## src/rtl/prim_resp_misr_if.sv

```systemverilog
// Handshake and result bundle between the test controller, the primitive chain
// output and the response compactor.
interface prim_resp_misr_if #(
   parameter int W  = 4,
   parameter int CW = 3
);
   logic          start;
   logic          vec_valid;
   logic          vec_ready;
   logic [W-1:0]  resp;
   logic [W-1:0]  expected;
   logic          busy;
   logic          done;
   logic          pass;
   logic [W-1:0]  signature;
   logic [CW-1:0] vec_count;

   modport master (
      output start, vec_valid, resp, expected,
      input  vec_ready, busy, done, pass, signature, vec_count
   );

   modport slave (
      input  start, vec_valid, resp, expected,
      output vec_ready, busy, done, pass, signature, vec_count
   );
endinterface

```

## src/rtl/prim_resp_misr.sv

```systemverilog
// Response compactor: paces vectors, waits a settle interval, folds the chain
// output into a MISR and compares the final signature against a golden value.
module prim_resp_misr #(
   parameter int IO_PAIRS    = 2,
   parameter int SETTLE      = 4,
   parameter int NUM_VECTORS = 4
) (
   input  logic             clk,
   input  logic             rst,
   prim_resp_misr_if.slave  bus
);
   localparam int W   = 2 * IO_PAIRS;
   localparam int CW  = $clog2(NUM_VECTORS + 1);
   localparam int SCW = (SETTLE > 1) ? $clog2(SETTLE) : 1;

   localparam logic [CW-1:0]  LAST_IDX    = CW'(NUM_VECTORS - 1);
   localparam logic [SCW-1:0] SETTLE_LOAD = SCW'(SETTLE - 1);

   typedef enum logic [1:0] {
      ST_IDLE   = 2'd0,
      ST_WAIT   = 2'd1,
      ST_SETTLE = 2'd2,
      ST_DONE   = 2'd3
   } state_e;

   state_e         state_q, state_d;
   logic [W-1:0]   sig_q, sig_d;
   logic [CW-1:0]  cnt_q, cnt_d;
   logic [SCW-1:0] settle_q, settle_d;
   logic           pass_q, pass_d;
   logic           vec_ready_q, vec_ready_d;
   logic           busy_q, busy_d;
   logic           done_q, done_d;
   logic [W-1:0]   sig_next;

   // Shift left with the end-around XOR of the two outer bits, then fold in data.
   function automatic logic [W-1:0] misr_step(input logic [W-1:0] sig,
                                              input logic [W-1:0] din);
      return {sig[W-2:0], sig[W-1] ^ sig[0]} ^ din;
   endfunction

   always_comb begin
      state_d  = state_q;
      sig_d    = sig_q;
      cnt_d    = cnt_q;
      settle_d = settle_q;
      pass_d   = pass_q;
      sig_next = misr_step(sig_q, bus.resp);

      case (state_q)
         ST_IDLE, ST_DONE: begin
            if (bus.start) begin
               state_d = ST_WAIT;
               sig_d   = '0;
               cnt_d   = '0;
               pass_d  = 1'b0;
            end
         end
         ST_WAIT: begin
            if (bus.vec_valid) begin
               settle_d = SETTLE_LOAD;
               state_d  = ST_SETTLE;
            end
         end
         ST_SETTLE: begin
            if (settle_q != '0) begin
               settle_d = settle_q - SCW'(1);
            end else begin
               sig_d = sig_next;
               cnt_d = cnt_q + CW'(1);
               // expected is only looked at on this final-sample edge
               if (cnt_q == LAST_IDX) begin
                  state_d = ST_DONE;
                  pass_d  = (sig_next == bus.expected);
               end else begin
                  state_d = ST_WAIT;
               end
            end
         end
         default: state_d = ST_IDLE;
      endcase

      // Status outputs are registered copies of the next state.
      vec_ready_d = (state_d == ST_WAIT);
      busy_d      = (state_d == ST_WAIT) || (state_d == ST_SETTLE);
      done_d      = (state_d == ST_DONE);
   end

   always_ff @(posedge clk or posedge rst) begin
      if (rst) begin
         state_q     <= ST_IDLE;
         sig_q       <= '0;
         cnt_q       <= '0;
         settle_q    <= '0;
         pass_q      <= 1'b0;
         vec_ready_q <= 1'b0;
         busy_q      <= 1'b0;
         done_q      <= 1'b0;
      end else begin
         state_q     <= state_d;
         sig_q       <= sig_d;
         cnt_q       <= cnt_d;
         settle_q    <= settle_d;
         pass_q      <= pass_d;
         vec_ready_q <= vec_ready_d;
         busy_q      <= busy_d;
         done_q      <= done_d;
      end
   end

   assign bus.vec_ready = vec_ready_q;
   assign bus.busy      = busy_q;
   assign bus.done      = done_q;
   assign bus.pass      = pass_q;
   assign bus.signature = sig_q;
   assign bus.vec_count = cnt_q;
endmodule

```

## src/flat_wrapper.sv

```systemverilog
// flat-port wrapper written by rule: the top's interface ports become plain ports
module prim_resp_misr_flat 
#(
   parameter int IO_PAIRS    = 2,
   parameter int SETTLE      = 4,
   parameter int NUM_VECTORS = 4
)
  (clk, rst, bus_start, bus_vec_valid, bus_resp, bus_expected, bus_vec_ready, bus_busy, bus_done, bus_pass, bus_signature, bus_vec_count);
  prim_resp_misr_if #(.W((2 * IO_PAIRS)), .CW(($clog2(NUM_VECTORS + 1)))) bus_i ();
  input  logic clk;
  input  logic rst;
  input wire logic [$bits(bus_i.start)-1:0] bus_start;
  input wire logic [$bits(bus_i.vec_valid)-1:0] bus_vec_valid;
  input wire logic [$bits(bus_i.resp)-1:0] bus_resp;
  input wire logic [$bits(bus_i.expected)-1:0] bus_expected;
  output wire logic [$bits(bus_i.vec_ready)-1:0] bus_vec_ready;
  output wire logic [$bits(bus_i.busy)-1:0] bus_busy;
  output wire logic [$bits(bus_i.done)-1:0] bus_done;
  output wire logic [$bits(bus_i.pass)-1:0] bus_pass;
  output wire logic [$bits(bus_i.signature)-1:0] bus_signature;
  output wire logic [$bits(bus_i.vec_count)-1:0] bus_vec_count;
  assign bus_i.start = bus_start;
  assign bus_i.vec_valid = bus_vec_valid;
  assign bus_i.resp = bus_resp;
  assign bus_i.expected = bus_expected;
  assign bus_vec_ready = bus_i.vec_ready;
  assign bus_busy = bus_i.busy;
  assign bus_done = bus_i.done;
  assign bus_pass = bus_i.pass;
  assign bus_signature = bus_i.signature;
  assign bus_vec_count = bus_i.vec_count;
  prim_resp_misr #(.IO_PAIRS(IO_PAIRS), .SETTLE(SETTLE), .NUM_VECTORS(NUM_VECTORS)) u_core (.clk(clk), .rst(rst), .bus(bus_i));
endmodule
```

## config.mk

```make
export PLATFORM = sky130hd
export DESIGN_NAME = prim_resp_misr_flat
export DESIGN_NICKNAME = d
export VERILOG_FILES = /design/src/rtl/prim_resp_misr_if.sv /design/src/rtl/prim_resp_misr.sv /design/src/flat_wrapper.sv
export SDC_FILE = /design/constraint.sdc
export NUM_CORES = 1
export LEC_CHECK = 0
export BUFFER_PORTS_ARGS = -buffer_cell sky130_fd_sc_hd__buf_2
export CAP_MARGIN = 20
export CORE_MARGIN = 1
export CORE_UTILIZATION = 50
export DETAILED_ROUTE_END_ITERATION = 10
export PLACE_DENSITY = 0.77
export SYNTH_ARGS = -nofsm -noshare
export SYNTH_HDL_FRONTEND = slang
export SYNTH_SLANG_ARGS = --single-unit
```

## constraint.sdc

```tcl
create_clock -name clk -period 1.9 [get_ports clk]
set_input_delay 0.19 -clock clk [delete_from_list [all_inputs] [get_ports clk]]
set_output_delay 0.19 -clock clk [all_outputs]
set_load 0.02 [all_outputs]
```

=== Yosys cells after proc, flatten, opt, wreduce, memory -nomap -nowiden ===
Cells that the tools add are included.

* Bits of input ports: 12
* Flip-flop bits (word level): 15

* Add/subtract/negate cells: 2
* Multiplexer cells: 18
* Reduce and logical (&&, ||, !) cells: 9
* Bitwise operators: 2
* Equal/unequal tests: 13

{| class="wikitable"
|+ Operator list
! operator !! number
|-
| 2-bit two-way mux || 6
|-
| 2-bit == test (second input constant) || 4
|-
| 4-bit two-way mux || 2
|-
| 4-bit one-hot mux with 2 select lines || 1
|-
| 3-bit two-way mux || 2
|-
| 2-bit != test (second input constant) || 3
|-
| 2-bit one-hot mux with 3 select lines || 1
|-
| 3-bit one-hot mux with 2 select lines || 1
|-
| 3-bit AND reduction || 2
|-
| 2-bit nonzero test || 3
|-
| 2-bit by 1-bit == test with 1-bit output (second input constant) || 2
|-
| 4-bit == test || 1
|-
| 2-bit by 1-bit != test with 1-bit output (second input constant) || 2
|-
| 2-bit one-hot mux with 2 select lines || 1
|-
| 4-bit AND reduction || 1
|-
| 4-bit XOR || 1
|-
| 3-bit by 1-bit adder with 3-bit output (second input constant) || 1
|-
| 3-bit by 2-bit == test with 1-bit output (second input constant) || 1
|-
| 1-bit two-way mux || 3
|-
| 2-bit zero test || 1
|-
| 1-bit one-hot mux with 2 select lines || 1
|-
| 2-bit OR reduction || 1
|-
| 2-bit by 1-bit subtractor with 2-bit output (second input constant) || 1
|-
| 1-bit logical OR || 1
|-
| 1-bit XOR || 1
|}

=== Logic depth before layout (Yosys ltp) ===
Gate-level depths: netlist of run 1.

* Depth after elaboration: 6
* Depth in mapped cells: 7
* Depth with buffers taken out: 7

=== Worst setup path after synthesis of run 1 ===
No wires, ideal clock.

* Kind: reg2reg
* Start point: register u_core.cnt_q[0], in the netlist u_core.bus.vec_count[0]
* End point: register u_core.busy_q, in the netlist u_core.bus.busy
* Stages on the path, launching flop included: 8
* Arrival: 1.762 ns
* Path buffers: 0
* Setup time: 0.063 ns
* Slack: 0.075 ns
* Data required time: 1.837 ns
* Period minus slack after synthesis: 1.825 ns
* Cell sequence: dfrtp_1 > ha_1 > ha_1 > mux2_2 > a211o_1 > nand2_1 > ha_1 > inv_1

* Word-level cells in the longest chain between the ends: 6

{| class="wikitable"
|+ RTL lines
! what !! RTL line !! source
|-
| from (decl) || prim_resp_misr.sv:28 || <nowiki>logic [CW-1:0] cnt_q, cnt_d;</nowiki>
|-
| from (signal assigned) || prim_resp_misr.sv:102 || <nowiki>cnt_q <= cnt_d;</nowiki>
|-
| 3-bit by 2-bit == test with 1-bit output * || prim_resp_misr.sv:72 || <nowiki>if (cnt_q == LAST_IDX) begin</nowiki>
|-
| 2-bit two-way mux * || prim_resp_misr.sv:72 ||
|-
| 2-bit two-way mux * || prim_resp_misr.sv:66 || <nowiki>if (settle_q != '0) begin</nowiki>
|-
| 2-bit one-hot mux with 3 select lines * || prim_resp_misr.sv:50 || <nowiki>case (state_q)</nowiki>
|-
| 2-bit by 1-bit == test with 1-bit output / 2-bit == test (equally long branches) || prim_resp_misr.sv:85 || <nowiki>busy_d = (state_d == ST_WAIT) || (state_d == ST_SETTLE);</nowiki>
|-
| 1-bit logical OR * || prim_resp_misr.sv:85 ||
|-
| via u_core.busy_d || prim_resp_misr.sv:32 || <nowiki>logic busy_q, busy_d;</nowiki>
|-
| to (signal assigned) || prim_resp_misr.sv:106 || <nowiki>busy_q <= busy_d;</nowiki>
|-
| to (decl) || prim_resp_misr.sv:32 ||
|}

Mark *: on every way through the listed nets, which the timed path passes. The rest lies on a longest branch.
A chain may end at the register's enable or synchronous reset.

=== Final worst setup path of run 1 ===
Same ends and word-level chain as after synthesis.

==> flow_summary.json, run 1 <==
{
  "cts.sinks": 15,
  "hold_viol_final": 0,
  "slowest_delay_ns": 0.39,
  "yosysWarnings": 0,
  "pin_count": 23,
  "final_cell_mix": "buf_2, dfrtp_1, inv_1, o21ai_0",
  "drive_above_1_share": 0.2870,
  "synthMuxAreaShare": 0.04971,
  "outcome": "finished, violations left",
  "synth_cell_types": 27,
  "synth_top_family_by_area": "compound AO/OA/AOI/OAI gates",
  "area_growth_syn_to_layout_pct": 21.64,
  "cts-buffers-inserted": 3,
  "mappedNetlistArea_um2": 855.8,
  "clk_pin_slew_ns": 0.08,
  "postSynthAreaPerCell_um2": 9.837,
  "vias": 688,
  "critical_path_class": "register to register",
  "grt_usage": 0.1991,
  "power.density_mw_per_mm2": 1245,
  "crit_path_end_kind": "register",
  "initial_core_util": 0.5490,
  "cts.htree.levels": 1,
  "crit_top_cell": "ha_1",
  "crit_path_start_kind": "register",
  "synth-adder-area-share": 0.08772,
  "wl_um": 1700,
  "setup_violations": 0,
  "finalCritPeriodShare": 0.9359,
  "firstDrtPassIters": 7,
  "crit_fanout": 3,
  "crit_arrival_ns": 2.01,
  "grt_pass1_wl_um": 2773,
  "hp-class": "primary input to register",
  "die_h_um": 43.37,
  "io_buffers": 22,
  "synth_nets": 105,
  "slew_violations": 0,
  "routedWlPerCell_um": 12.98,
  "irDropWorstVdd_mv": 1.079,
  "netlist_instances": 87,
  "final_common_cell": "buf_2",
  "synthSimpleGateAreaFrac": 0.1155,
  "coreArea_mm2": 0.001559,
  "path_cells": "ha_1, ha_1, mux2_2, a211o_1, nand2_1, ha_1, inv_1",
  "cts_root_buf": "clkbuf_4",
  "synth-compound-area-share": 0.1769,
  "skew_ns": 0.001372,
  "slew_headroom": 0.6119,
  "cts_tree": "built",
  "fin_tns_setup_ns": 0,
  "drc": 6,
  "nets": 134,
  "synth_xor_area_frac": 0.08187,
  "synth.largest_area_cell": "dfrtp_1",
  "worstSkewPairLatency_ns": 0.28,
  "required_ns": 2.13,
  "dieArea_mm2": 0.001881,
  "p_leak_nw": 0.5633,
  "ant_nets": 0,
  "synth_seq_area_share": 0.4386,
  "rsz0062_at_grt": "false",
  "die_x_um": 43.37,
  "drtIter0Drc": 24,
  "cap_violations": 0,
  "synth_area_leaders": "dfrtp_1, ha_1, o21ai_0",
  "rows": 14,
  "gp_congestion": 0.8133,
  "synth.top_cell.area_share": 0.4386,
  "tightest_slew_ns": 0.5796,
  "antenna_found_initial": 0,
  "critPathSlowestCell": "dfrtp_1",
  "grt_pass1_vias": 671,
  "grt_remaining_overflow": 0,
  "fmax_mhz": 562.3,
  "p_total_mw": 1.296,
  "via_per_inst": 5.252,
  "clockBufferDepth": 2,
  "grt_max_degree": 16,
  "violations": "DRC",
  "hpwl_um": 1299,
  "synth_seq_cells": 15,
  "n_antenna_cell": 0,
  "finalCriticalPeriod_ns": 1.778
}
-- layer usage --
metal | share of wire | wire length, um | global-route usage | up-vias
li1 | - | - | - | 351
met1 | 0.46 | 778 | 0.2411 | 318
met2 | 0.50 | 845 | 0.3606 | 17
met3 | 0.032 | 54 | 0.02500 | 2
met4 | 0.013 | 22 | 0.07500 | 0
met5 | 0 | 0 | 0 | -
-- path summary, 6_finish.rpt --
kind / start / endpoint / slack, ns / cells after the start
min in group asynchronous: rst / u_core.bus.busy / 0.49 / 3
max in group asynchronous: rst / u_core.bus.signature[1] / 1.04 / 3
hold / removal: bus_expected[2] / u_core.bus.pass / 0.22 / 4
setup reg to reg: u_core.bus.vec_count[0] / u_core.bus.busy / 0.12 / 7
hold reg to reg: u_core.bus.vec_count[2] / u_core.bus.vec_count[2] / 0.52 / 2
setup / recovery: u_core.bus.vec_count[0] / u_core.bus.busy / 0.12 / 7
-- final cells by class --
type | count | area, um^2
Timing Repair Buffer | 26 | 142.6
Multi-Input combinational cell | 61 | 442.9
Sequential cell | 15 | 375.4
Clock buffer | 4 | 26.28
Tap cell | 16 | 20.02
Fill cell | 130 | 518.0
Inverter | 9 | 33.78
-- registers in the layout, indices dropped and copies added, names as in the netlist --
name	flops
u_core.bus.busy	1
u_core.bus.done	1
u_core.bus.pass	1
u_core.bus.signature	4
u_core.bus.vec_count	3
u_core.bus.vec_ready	1
u_core.settle_q	2
u_core.state_q	2
-- synth_stat cells --
library cell,instances
o21ai_0,7
a21oi_1,5
mux2i_1,2
xnor2_1,4
a21boi_0,1
nor2_1,6
buf_2,1
nand3_1,2
o21a_1,1
a22o_2,1
ha_1,6
o2bb2ai_1,1
and2_1,1
inv_1,9
xor2_1,4
nor2b_1,2
o41ai_2,1
o211ai_1,1
clkbuf_1,1
nand2_1,6
a211o_1,1
nand2b_1,3
and3_1,1
a22o_1,2
mux2_2,2
o31ai_1,1
dfrtp_1,15
-- stage by stage --
stage	area [um^2]	hold WS (ns)	std cells	utilization	setup WS [ns]
final	1041	0.2211	131	0.6677	0.1217
after global routing	1041	0.2278	131	0.6677	0.01511
after CTS	1028	0.2220	130	0.6597	0.08270
after detailed placement	992.2	0.2744	125	0.6364	0.1053
after global placement	992.2	0.2646	125	0.6364	0.1343
after floorplan	855.8	0.09148	87	-	0.07506
-- repair_timing --
item                       in CTS  in global routing
resized for setup               0                  1
hold buffers                    1                  0
buffers inserted                0                  1
hold endpoints to repair       15                  0
setup endpoints to repair       0                  1
-- worst max-delay path, delay by kind of cell (launching register included) --
family,cells,cell delay (ns)
and+or+nand+nor,1,0.09
DFF,1,0.39
muxes,1,0.27
AOI/OAI and AO/OA,1,0.28
adders and majority gates,3,0.65
buffers and inverters,1,0.05
-- logic make-up after synthesis --
group	Yosys count
AND/OR/NAND/NOR	21
buffers and inverters	11
adder cells (fa/ha/maj)	6
flip-flops	15
AO/OA/AOI/OAI	22
XOR/XNOR	8
multiplexers	4
-- power breakdown --
group / leakage [nW] / internal, mW / switching [mW] / total (mW)
sequential: 0.192 / 0.395 / 0.0441 / 0.439
combinational: 0.357 / 0.267 / 0.410 / 0.676
clock: 0.0150 / 0.0816 / 0.0986 / 0.180
Note: power is estimated with default switching activity, not from simulation.
==> run 2: changes to the inputs <==
--- a/config.mk
+++ b/config.mk
@@ -5,11 +5,13 @@
 export SDC_FILE = /design/constraint.sdc
 export NUM_CORES = 1
 export LEC_CHECK = 0
+export ABC_AREA = 1
 export BUFFER_PORTS_ARGS = -buffer_cell sky130_fd_sc_hd__buf_2
 export CAP_MARGIN = 20
 export CORE_MARGIN = 1
-export CORE_UTILIZATION = 50
+export CORE_UTILIZATION = 51
 export DETAILED_ROUTE_END_ITERATION = 10
+export MAX_ROUTING_LAYER = met4
 export PLACE_DENSITY = 0.77
 export SYNTH_ARGS = -nofsm -noshare
 export SYNTH_HDL_FRONTEND = slang
==> run 2 against run 1 <==
  * Routed wire length is 5.7% higher
  * Maximum frequency rose by 3.5%
  * Global-route usage up 2.0 points
  * Sequential power is 0.9% lower
  * The flow still finishes with violations (DRC)
  * Largest cell class unchanged
  * Non-clock buffer count decreased by 3
  * Sequential share of layout area decreased by 0.97 points
  * Clock power increased by 3%
  * Total power is 3.3% lower
  * Count of clock-buffer cells in the layout unchanged
  * Setup slack improved by 0.060 ns
  * Combinational power down 6.4%
  * Utilization increased by 1.8 points
==> flow_summary.json, run 2 <==
{
  "r2r-end": "u_core.bus.busy",
  "required_ns": 2.09,
  "rows": 14,
  "drtIter0Drc": 17,
  "area_growth_syn_to_layout_pct": 20.76,
  "cp-endpoint": "u_core.bus.busy",
  "cts.htree.levels": 1,
  "slew_violations": 0,
  "cts_tree": "built",
  "synth_seq_cells": 15,
  "hpwl_um": 1322,
  "synth_xor_area_frac": 0,
  "synth_nets": 137,
  "synth.largest_area_cell": "dfrtp_1",
  "antenna_found_initial": 0,
  "outcome": "finished, violations left",
  "grt_max_degree": 16,
  "crit_arrival_ns": 1.91,
  "initial_core_util": 0.5682,
  "p_total_mw": 1.254,
  "irDropWorstVdd_mv": 1.214,
  "p_int_mw": 0.7039,
  "n_fill_cell": 131,
  "p_leak_nw": 0.6452,
  "postSynthAreaPerCell_um2": 7.444,
  "drive_above_1_share": 0.2192,
  "final_cell_mix": "nand2_1, inv_1, buf_2, dfrtp_1",
  "setup_violations": 0,
  "final_cells": 162,
  "cts_root_buf": "clkbuf_4",
  "firstDrtPassIters": 8,
  "grt_pass1_wl_um": 2960,
  "n_antenna_cell": 0,
  "slew_headroom": 0.6196,
  "crit_path_start_kind": "register",
  "coreArea_mm2": 0.001559,
  "synth_cell_types": 19,
  "crit_fanout": 7,
  "crit_path_end_kind": "register",
  "grt_pass1_vias": 773,
  "nets": 165,
  "worstSkewPairLatency_ns": 0.28,
  "die_x_um": 43.68,
  "largest_register_ff_count": 4,
  "fin_tns_setup_ns": 0,
  "switching_share": 0.4385,
  "multi_input_area_um2": 419.2,
  "synth_area_leaders": "dfrtp_1, nand2_1, inv_1",
  "rr_worst_depth": 8,
  "ys_async_sr_fraction": 1.000,
  "ant_nets": 0,
  "power_frac_seq": 0.347,
  "synth_seq_area_share": 0.4237,
  "dieArea_mm2": 0.001908,
  "finalCriticalPeriod_ns": 1.718,
  "finalCritPeriodShare": 0.9042,
  "synth_most_common_cell": "nand2_1",
  "rsz0062_at_grt": "false",
  "fmax_mhz": 582.1,
  "clk_pin_slew_ns": 0.09,
  "hp-class": "primary input to register",
  "synth-compound-area-share": 0.09746,
  "hold_viol_final": 0,
  "mappedNetlistArea_um2": 885.9,
  "regArea_um2": 375.4,
  "vias": 850,
  "placed_cells": 157,
  "synth-adder-area-share": 0.08475,
  "clockPowerShare": 0.148,
  "critical_path_class": "register to register",
  "pin_count": 23,
  "cts-buffers-inserted": 3,
  "p_comb_frac": 0.505,
  "grt_remaining_overflow": 0,
  "final_common_cell": "nand2_1",
  "power.density_mw_per_mm2": 1172,
  "cap_violations": 0,
  "grt_usage": 0.2189,
  "gp_congestion": 0.7778,
  "yosysWarnings": 0,
  "netlist_instances": 119,
  "synth_top_family_by_area": "simple AND/OR/NAND/NOR gates",
  "die_h_um": 43.68,
  "wl_um": 1797,
  "min_from": "bus_resp[1]",
  "clockBufferDepth": 2,
  "synth_common_cells": "nand2_1, inv_1, dfrtp_1",
  "regToRegStartpoint": "u_core.state_q[1]",
  "p_sw_mw": 0.5497,
  "cp-startpoint": "u_core.state_q[1]",
  "routedWlPerCell_um": 11.09,
  "tightest_slew_ns": 0.5700,
  "synth.top_cell.area_share": 0.4237,
  "synth_edf_count": 0,
  "io_buffers": 22,
  "drc": 2,
  "cts_setup_buffers": 0,
  "via_per_inst": 5.247,
  "cts.sinks": 15,
  "skew_ns": 0.001928,
  "synthMuxAreaShare": 0,
  "synthSimpleGateAreaFrac": 0.2712,
  "synth_ff_type": "dfrtp_1",
  "violations": "DRC",
  "reg2reg_setup_slack_ns": 0.18
}
[run 2: cell count changes in the layout (fill, tap and decap cells not counted), moves of 3 or more]
| cell | before | now |
|---|---|---|
| nand3_1 | 2 | 8 |
| nand2_1 | 6 | 31 |
| xor2_1 | 4 | 0 |
| xnor2_1 | 4 | 0 |
| o22ai_1 | 0 | 4 |
| buf_4 | 3 | 0 |
| nand2b_1 | 3 | 0 |
| inv_1 | 9 | 27 |
[run 2: layer usage]
metal	global-route usage	vias up	part of all wire
met3	0.05833	9	0.066
met5	-	-	0
met1	0.2514	380	0.43
met2	0.3582	39	0.48
li1	-	422	-
met4	0.09375	0	0.027
[run 2: area by class of cell]
class / count / area share
Clock buffer: 4 / 0.02456
Inverter: 29 / 0.1018
Multi-Input combinational cell: 75 / 0.3918
Sequential cell: 15 / 0.3509
Tap cell: 16 / 0.01871
Timing Repair Buffer: 23 / 0.1123
[run 2: logic make-up after synthesis]
| logic type | after synthesis |
|---|---|
| fa+ha+maj | 6 |
| flops | 15 |
| simple gates | 54 |
| buf+inv | 29 |
| compound gates | 15 |
[run 2: worst min-delay path by stage]
stage / end / cells past startpoint
after floorplan: u_core.bus.busy / 1
after detailed placement: u_core.bus.vec_ready / 2
after global routing: u_core.bus.signature[1] / 4
after CTS: u_core.bus.signature[1] / 4
final: u_core.bus.signature[1] / 4
after global placement: u_core.bus.busy / 2
[run 2: power by group through the flow]
stage	clock (mW)	combinational (mW)	sequential, mW
final	0.186	0.633	0.435
after global routing	0.199	0.718	0.441
after CTS	0.187	0.603	0.430
after detailed placement	0	0.590	0.432
after global placement	0	0.570	0.431
after floorplan	0	0.407	0.470
[run 2: per-stage QoR]
stage | cell area (um^2) | hold slack (ns) | worst slack, ns | utilization
6_report | 1070 | 0.2347 | 0.1820 | 0.6862
5_1_grt | 1070 | 0.2711 | 0.01672 | 0.6862
4_1_cts | 1052 | 0.2416 | 0.1412 | 0.6750
3_5_place_dp | 1016 | 0.2842 | 0.1799 | 0.6517
3_3_place_gp | 1016 | 0.2700 | 0.2136 | 0.6517
2_1_floorplan | 885.9 | 0.09148 | 0.2582 | -
[run 2: repair_timing]
| item | in CTS | in global routing |
|---|---|---|
| gates resized for setup | 0 | 2 |
| hold buffers | 1 | 0 |
| endpoints found under the setup margin | 0 | 1 |
| hold endpoints to repair | 15 | 0 |
[run 2: critical path, cell delays in order (launching register included)]
cell and delay [ns]:
dfrtp_1 0.45, ha_4 0.31, nand2_1 0.10, nand2_4 0.13, o21ai_0 0.09, nor2_1 0.15, inv_1 0.08, ha_1 0.27
inv_1 0.03
